==> config.mk <==
export PLATFORM = sky130hd
export DESIGN_NAME = ram_request_arbiter
export DESIGN_NICKNAME = d
export VERILOG_FILES = /design/src/rtl/ram_request_arbiter.sv
export SDC_FILE = /design/constraint.sdc
export NUM_CORES = 1
export LEC_CHECK = 0
export ABC_AREA = 1
export CAP_MARGIN = 10
export CORE_ASPECT_RATIO = 0.7
export CORE_MARGIN = 8
export CORE_UTILIZATION = 45
export CTS_BUF_LIST = sky130_fd_sc_hd__clkbuf_4
export CTS_CLUSTER_SIZE = 40
export DETAILED_ROUTE_END_ITERATION = 8
export PLACE_DENSITY = 0.95
export SETUP_SLACK_MARGIN = 0.3
export SLEW_MARGIN = 40
export SYNTH_ARGS = -nofsm -noshare
export SYNTH_HDL_FRONTEND = slang
export SYNTH_SLANG_ARGS = --single-unit
==> constraint.sdc <==
create_clock -name clk -period 2.8 [get_ports clk]
set_input_delay 0.42 -clock clk [delete_from_list [all_inputs] [get_ports clk]]
set_output_delay 0.42 -clock clk [all_outputs]
set_load 0.01 [all_outputs]
==> src/rtl/ram_request_arbiter.sv <==
// Two-port SDRAM request arbiter: IDLE -> BUSY -> DONE handshake toward a single RAM port.
// Define RAM_ARB_ROUND_ROBIN_EN for round-robin arbitration; default build gives port A fixed priority.
module ram_request_arbiter (
    input  logic        clk,
    input  logic        rst_n,
    input  logic        a_stb,
    input  logic        a_we,
    input  logic [23:0] a_addr,
    input  logic [31:0] a_data_in,
    output logic [31:0] a_data_out,
    output logic        a_ack,
    input  logic        b_stb,
    input  logic        b_we,
    input  logic [23:0] b_addr,
    input  logic [31:0] b_data_in,
    output logic [31:0] b_data_out,
    output logic        b_ack,
    output logic        ram_stb,
    output logic        ram_we,
    output logic [23:0] ram_addr,
    output logic [31:0] ram_data_out,
    input  logic [31:0] ram_data_in,
    input  logic        ram_ack,
    output logic        grant_b
);

    localparam int unsigned AW = 24;
    localparam int unsigned DW = 32;

    typedef enum logic [1:0] {
        ST_IDLE = 2'd0,
        ST_BUSY = 2'd1,
        ST_DONE = 2'd2
    } state_t;

    state_t          r_state, w_state_nxt;
    logic            r_ram_stb, w_ram_stb_nxt;
    logic            r_ram_we, w_ram_we_nxt;
    logic [AW-1:0]   r_ram_addr, w_ram_addr_nxt;
    logic [DW-1:0]   r_ram_data, w_ram_data_nxt;
    logic [DW-1:0]   r_a_data, w_a_data_nxt;
    logic [DW-1:0]   r_b_data, w_b_data_nxt;
    logic            r_a_ack, w_a_ack_nxt;
    logic            r_b_ack, w_b_ack_nxt;
    logic            r_grant_b, w_grant_b_nxt;
    logic            w_req;
    logic            w_win_b;

    assign w_req = a_stb | b_stb;

`ifdef RAM_ARB_ROUND_ROBIN_EN
    // 1 when port B held the most recent grant; reset favours A next.
    logic r_last_b;

    assign w_win_b = b_stb & (~a_stb | ~r_last_b);

    always_ff @(posedge clk or negedge rst_n) begin
        if (!rst_n) begin
            r_last_b <= 1'b1;
        end else if (r_state == ST_IDLE && w_req) begin
            r_last_b <= w_win_b;
        end
    end
`else
    assign w_win_b = b_stb & ~a_stb;
`endif

    // Next-state and next-output logic; everything holds unless the state says otherwise.
    always_comb begin
        w_state_nxt    = r_state;
        w_ram_stb_nxt  = r_ram_stb;
        w_ram_we_nxt   = r_ram_we;
        w_ram_addr_nxt = r_ram_addr;
        w_ram_data_nxt = r_ram_data;
        w_a_data_nxt   = r_a_data;
        w_b_data_nxt   = r_b_data;
        w_a_ack_nxt    = 1'b0;
        w_b_ack_nxt    = 1'b0;
        w_grant_b_nxt  = r_grant_b;

        case (r_state)
            ST_IDLE: begin
                w_grant_b_nxt = 1'b0;
                if (w_req) begin
                    w_state_nxt    = ST_BUSY;
                    w_ram_stb_nxt  = 1'b1;
                    w_grant_b_nxt  = w_win_b;
                    w_ram_we_nxt   = w_win_b ? b_we      : a_we;
                    w_ram_addr_nxt = w_win_b ? b_addr    : a_addr;
                    w_ram_data_nxt = w_win_b ? b_data_in : a_data_in;
                end
            end
            ST_BUSY: begin
                if (ram_ack) begin
                    w_state_nxt   = ST_DONE;
                    w_ram_stb_nxt = 1'b0;
                    if (r_grant_b) begin
                        w_b_data_nxt = ram_data_in;
                        w_b_ack_nxt  = 1'b1;
                    end else begin
                        w_a_data_nxt = ram_data_in;
                        w_a_ack_nxt  = 1'b1;
                    end
                end
            end
            ST_DONE: begin
                // One dead cycle lets the requester drop stb before arbitration reopens.
                w_state_nxt   = ST_IDLE;
                w_grant_b_nxt = 1'b0;
            end
            default: begin
                w_state_nxt   = ST_IDLE;
                w_ram_stb_nxt = 1'b0;
                w_grant_b_nxt = 1'b0;
            end
        endcase
    end

    always_ff @(posedge clk or negedge rst_n) begin
        if (!rst_n) begin
            r_state    <= ST_IDLE;
            r_ram_stb  <= 1'b0;
            r_ram_we   <= 1'b0;
            r_ram_addr <= '0;
            r_ram_data <= '0;
            r_a_data   <= '0;
            r_b_data   <= '0;
            r_a_ack    <= 1'b0;
            r_b_ack    <= 1'b0;
            r_grant_b  <= 1'b0;
        end else begin
            r_state    <= w_state_nxt;
            r_ram_stb  <= w_ram_stb_nxt;
            r_ram_we   <= w_ram_we_nxt;
            r_ram_addr <= w_ram_addr_nxt;
            r_ram_data <= w_ram_data_nxt;
            r_a_data   <= w_a_data_nxt;
            r_b_data   <= w_b_data_nxt;
            r_a_ack    <= w_a_ack_nxt;
            r_b_ack    <= w_b_ack_nxt;
            r_grant_b  <= w_grant_b_nxt;
        end
    end

    assign ram_stb      = r_ram_stb;
    assign ram_we       = r_ram_we;
    assign ram_addr     = r_ram_addr;
    assign ram_data_out = r_ram_data;
    assign a_data_out   = r_a_data;
    assign b_data_out   = r_b_data;
    assign a_ack        = r_a_ack;
    assign b_ack        = r_b_ack;
    assign grant_b      = r_grant_b;

endmodule

==> metrics.cfg, run 1 <==
[status]
status=completed

[floorplanning]
fp.dieH_um=110
die-area_sq_mm=0.0165
ios=276
start_util=0.459
rows=34
die_w_um=150
coreArea_sq_mm=0.0123

[synthesis]
synth_mux_area_frac=0
ys_ff_latch=127
synth-main-ff-cell=dfrtp_1
synthesis.instances=732
ys_seq_area_frac=0.562
synth_edf_count=0
synth.area.top_cells=dfrtp_1 56%, nand2_1 30%, nand3_1 7.9%
synth-simple-area-share=0.386
synthTopCellsByCount=451 x nand2_1, 127 x dfrtp_1, 89 x nand3_1, 24 x buf_2
synth_xor_area_frac=0
synth.most_common_cell=nand2_1
synth_compound_area_frac=0.00420
async_flop_share=1.00
yosys.area_share.adder=0
synth_warnings=0
synth_top_family_by_area=simple AND/OR/NAND/NOR gates
syn_area_per_cell_sq_um=7.73
synth.top_cell.area_share=0.562
syn_area_sq_mm=0.00566
synth_cell_type_count=14
synth_nets=883
synth_area_leader_cell=dfrtp_1

[clocking]
clock-sinks=127
cts_root_buffer=clkbuf_4
clockBufferDepth=2
cts.reportedPaths.clkPinSlew_ps=120
h-tree-depth=4
hold_buffers=1
cts_tree=yes
clock_latency_ps=490
cts_setup_buffers=0
cts_buffers=17
cts_resized=0

[pwr]
total_power_mw=8.96
swShare=0.361
intPower_mw=5.73
leakagePower_nw=4.50
p_seq_frac=0.356
combPwrFrac=0.470
ir_drop_v=0.000566
switchingPower_mw=3.24
power.density_mw_per_mm2=1010
power_frac_clock=0.174

[detailed_routing]
vias=5743
first_pass_iters=5
viasPerCell=4.91
drt-initial-drc-count=321
drt_wl_total_um=18800
drc=0
drt-wirelength-per-cell_um=16.1
antenna_left=0

[cells_and_area]
drive_gt1_frac=0.0536
fillers=926
finish.utilization=0.721
antenna_cells=0
area_growth_pct=57.1
design_area_sq_mm=0.00889
finalNonFillerCells=1169
nNetsFinal=1145

[setup_path]
cpPeakStageDelay_ps=600
worst_setup_path_start_kind=flop
endpoint_kind=primary output
crit_arrival_ps=1500
crit_type=reg2out
crit_family=buffers and inverters
crit_required_ps=2380
cp_num_buf_inv=1
path_cells=clkdlybuf4s50_1
cp_slowest_cell=clkdlybuf4s50_1
critPathMaxFanout=4
ff2ff_path_depth=6
cp_num_cells=1

[timing]
worst_clock_skew_ps=14.6
drv_slew=0
worst_slew_margin_rel=0.591
setup_ws_ps=881
finalHoldViolCount=0
finalHoldWorstSlack_ps=408
tightest_slew_ps=612
tns_ps=0
rsz0062_at_grt=no
max_freq_mhz=521
period_minus_slack_ps=1920
fin_crit_sh=0.685
setup_viol=0

[placement]
place_ws_ps=696
dpl_cell_area_sq_mm=0.00851
dp_hpwl_um=14200
gp_congestion=0.846
dpl.cell_count=1136
io_buffers=275

[hold_path]
hold_path.class=in2async

[grt]
overflow=0
grt_pass1_vias=5817
antenna_found_initial=0
gr-usage-all-layers=0.227
grt_max_degree=58
grt_pass1_wl_um=29400

[run]
maxCapViolCount=0

-- power by group through the flow --
stage	Sequential, mW	Combinational [mW]	Clock (mW)
2_1_floorplan	3.58	1.34	0
3_3_place_gp	3.18	4.12	0
3_5_place_dp	3.20	4.26	0
4_1_cts	3.19	4.28	1.60
5_1_grt	3.30	4.59	1.68
6_report	3.19	4.21	1.56
-- registers in the layout, summed over array words and instances, names as in the netlist --
name          cells
grant_b           1
ram_we            1
a_ack             1
ram_addr         24
b_data_out       32
ram_data_out     32
b_ack             1
r_state           2
ram_stb           1
a_data_out       32
-- layout make-up --
| type | count | area, sq um | area share |
|---|---|---|---|
| multi-input cells | 551 | 2220 | 0.250 |
| clock buffers | 17 | 128 | 0.0144 |
| repair buffers | 289 | 2890 | 0.325 |
| flip-flops and latches | 127 | 3180 | 0.357 |
| inverters | 8 | 30.0 | 0.00338 |
| well taps | 162 | 203 | 0.0228 |
| clock inverters | 15 | 241 | 0.0272 |
-- final timing paths --
check                      slack (ps)         endpoint           from
setup / recovery                  880          grant_b        grant_b
hold reg to reg                   480    a_data_out[0]  a_data_out[0]
hold / removal                    410   b_data_out[23]          rst_n
max in group asynchronous        1690     ram_addr[14]          rst_n
min in group clk                  480    a_data_out[0]  a_data_out[0]
setup reg to reg                 1120  ram_data_out[6]     r_state[1]
-- worst register-to-register path: cells and delay by family (launching register included) --
kind / cells / cell delay [ps]
and+or+nand+nor: 4 / 850
DFF: 1 / 430
buffers and inverters: 2 / 340
-- kinds of logic (layout without fill, tap and decap cells) --
group                  Yosys count  after routing
flip-flops                     127            127
buffers and inverters           54            329
AO/OA/AOI/OAI                    4              4
AND/OR/NAND/NOR                547            547
-- metal layers --
layer  share of wire  vias to the layer above  global-route usage
met2            0.49                      272               0.381
li1                -                     2795                   -
met4           0.023                        0              0.0881
met5               0                        -                   0
met1            0.38                     2647               0.265
met3            0.11                       29              0.0835
-- layout by cell type, fill, tap and decap left out, drive strengths merged --
master	count
buf	15
bufinv	6
clkbuf	17
clkdlybuf4s50	273
clkinv	6
clkinvlp	2
dfrtp	127
dlygate4sd3	1
inv	9
nand2	452
nand3	89
nor2	6
o21ai	4
No activity file was read; power rests on OpenSTA's default activity.
==> run 2: changes to the inputs <==
--- a/config.mk
+++ b/config.mk
@@ -9,11 +9,11 @@
 export CAP_MARGIN = 10
 export CORE_ASPECT_RATIO = 0.7
 export CORE_MARGIN = 8
-export CORE_UTILIZATION = 45
+export CORE_UTILIZATION = 38
 export CTS_BUF_LIST = sky130_fd_sc_hd__clkbuf_4
 export CTS_CLUSTER_SIZE = 40
 export DETAILED_ROUTE_END_ITERATION = 8
-export PLACE_DENSITY = 0.95
+export PLACE_DENSITY = 0.87
 export SETUP_SLACK_MARGIN = 0.3
 export SLEW_MARGIN = 40
 export SYNTH_ARGS = -nofsm -noshare
==> constraint.sdc (replaced) <==
create_clock -name clk -period 1.6 [get_ports clk]
set_input_delay 0.24 -clock clk [delete_from_list [all_inputs] [get_ports clk]]
set_output_delay 0.24 -clock clk [all_outputs]
set_load 0.01 [all_outputs]
==> metrics.cfg, run 2 (synthesis gave the netlist of run 1 again) <==
[timing]
worst_slew_margin_rel=0.750  ; was 0.591
finalHoldWorstSlack_ps=119  ; was 408 ps
period_minus_slack_ps=1350
fin_crit_sh=0.845
tightest_slew_ps=375  ; was 612 ps
finalHoldViolCount=0  ; unchanged
worst_clock_skew_ps=23.0  ; was 14.6 ps
rsz0062_at_grt=yes  ; was no
drv_slew=0  ; unchanged
setup_ws_ps=248  ; was 881 ps
max_freq_mhz=740
setup_viol=0  ; unchanged
tns_ps=0  ; unchanged

[setup_path]
worst_setup_path_start_kind=flop  ; unchanged
crit_arrival_ps=1780  ; was 1500 ps
endpoint_kind=flop  ; was primary output
crit_type=reg2reg  ; was reg2out
path_cells=nor2_4 > inv_2 > nor2_4 > buf_12 > buf_12 > clkbuf_16 > nand2_2 > nand2_1  ; was clkdlybuf4s50_1
crit_family=flip-flops  ; was buffers and inverters
cp_slowest_cell=dfrtp_2  ; was clkdlybuf4s50_1
critPathMaxFanout=6  ; was 4
cp_num_buf_inv=4  ; was 1
crit_required_ps=2030  ; was 2380 ps
cpPeakStageDelay_ps=460  ; was 600 ps

[detailed_routing]
drt_wl_total_um=20600  ; was 18800 um
drt-initial-drc-count=381  ; was 321
drc=0  ; unchanged
vias=6115  ; was 5743
drt-wirelength-per-cell_um=16.0  ; was 16.1 um
first_pass_iters=5  ; unchanged
antenna_left=0  ; unchanged
viasPerCell=4.75  ; was 4.91

[floorplanning]
fp.dieH_um=118  ; was 110 um
ios=276  ; unchanged
coreArea_sq_mm=0.0146  ; was 0.0123 sq mm
die_w_um=162  ; was 150 um
die-area_sq_mm=0.0191  ; was 0.0165 sq mm
start_util=0.387  ; was 0.459
rows=37  ; was 34

[run]
maxCapViolCount=0  ; unchanged

[pwr]
leakagePower_nw=5.24  ; was 4.50 nW
ir_drop_v=0.000777  ; was 0.000566 V
power.density_mw_per_mm2=1760  ; was 1010 mW/mm^2
total_power_mw=17.0  ; was 8.96 mW

[grt]
grt.met3_usage=0.0776  ; was 0.0835
grt_pass1_vias=5913  ; was 5817
grt_pass1_wl_um=31200  ; was 29400 um
globalRouteMet2Util=0.336  ; was 0.381
grt-busiest-layer=met2  ; unchanged
overflow=0  ; unchanged
antenna_found_initial=0  ; unchanged
gr-usage-all-layers=0.203  ; was 0.227
grt_max_degree=58  ; unchanged
grtUsageMet1=0.243  ; was 0.265

[placement]
gp_congestion=0.858  ; was 0.846
dp_hpwl_um=14300  ; was 14200 um
place_ws_ps=37.3  ; was 696 ps
io_buffers=275  ; unchanged

[clocking]
clockBufferDepth=2  ; unchanged
clock_latency_ps=500  ; was 490 ps
clock-sinks=127  ; unchanged
cts.reportedPaths.clkPinSlew_ps=110  ; was 120 ps
cts_tree=yes  ; unchanged
cts_buffers=17  ; unchanged
h-tree-depth=4  ; unchanged
cts_root_buffer=clkbuf_4  ; unchanged

[cells_and_area]
fillers=1189  ; was 926
mostFrequentLayoutCell=nand2_1  ; unchanged
area_growth_pct=71.3  ; was 57.1%
nNetsFinal=1230  ; was 1145
antenna_cells=0  ; unchanged
layout_common_cells=430 x nand2_1, 148 x clkdlybuf4s50_1, 126 x dfrtp_1, 89 x nand3_1, 86 x buf_6  ; was 450 x nand2_1, 273 x clkdlybuf4s50_1, 127 x dfrtp_1, 89 x nand3_1, 17 x clkbuf_4
drive_gt1_frac=0.264  ; was 0.0536

[status]
status=completed  ; unchanged

[hold_path]
hold_path.class=in2reg  ; was in2async

==> run 2: changes by cell type in the layout (fill, tap and decap cells not counted), moves of 3 or more <==
cell / previous run / this run
buf_12: 3 / 14
buf_2: 1 / 45
buf_4: 11 / 77
buf_6: 0 / 86
bufinv_16: 6 / 3
clkbuf_16: 0 / 3
clkdlybuf4s50_1: 273 / 148
nand2_1: 450 / 430
nand2_2: 2 / 16
nand2_4: 0 / 6
==> run 2: final timing paths <==
| path | startpoint | end | slack (ps) | cells after the start |
|---|---|---|---|---|
| max in group asynchronous | rst_n | a_data_out[18] | 860 | 3 |
| max | r_state[1] | ram_data_out[1] | 250 | 8 |
| min in group asynchronous | rst_n | b_data_out[23] | 200 | 2 |
| max reg2reg | r_state[1] | ram_data_out[1] | 250 | 8 |
| min | b_stb | ram_stb | 120 | 3 |
| min reg2reg | a_data_out[29] | a_data_out[29] | 480 | 2 |
==> run 2: layout make-up <==
type	count	area, sq um	share of cell area
Tap cell	195	244	0.0252
Clock inverter	15	184	0.0190
Timing Repair Buffer	374	3620	0.373
Multi-Input combinational cell	551	2310	0.238
Inverter	8	30.0	0.00310
Sequential cell	127	3180	0.328
Clock buffer	17	128	0.0132
==> run 2: per-stage QoR <==
stage          cells   util  instance area (sq um)
2_1_floorplan    732      -                   5660
6_report        1287  0.663                   9690
4_1_cts         1242  0.614                   8980
3_3_place_gp    1182  0.599                   8760
5_1_grt         1287  0.663                   9690
3_5_place_dp    1182  0.599                   8760
==> run 2: layer usage <==
metal / part of all wire / up-vias
li1: - / 2968
met1: 0.41 / 2878
met2: 0.48 / 239
met3: 0.085 / 30
met4: 0.017 / 0
met5: 0 / -
==> run 2: worst min-delay path, cell delays in order <==
cell     delay, ps
buf_2          160
o21ai_4        100
nand2_1         80
==> run 2: timing repair <==
| item | CTS | global route |
|---|---|---|
| pin swaps | 0 | 23 |
| gates cloned | 0 | 3 |
| endpoints found under the hold margin | 127 | 0 |
| setup buffers | 27 | 42 |
| endpoints found under the setup margin | 125 | 198 |
| hold buffers | 1 | 0 |
| gates resized for setup | 559 | 64 |
==> run 2: report_power, final <==
part	switching, mW	leakage (nW)	internal [mW]
clock network	1.30	0.159	1.10
logic	4.08	3.50	4.82
registers	1.03	1.59	4.72
total	6.40	5.24	10.6
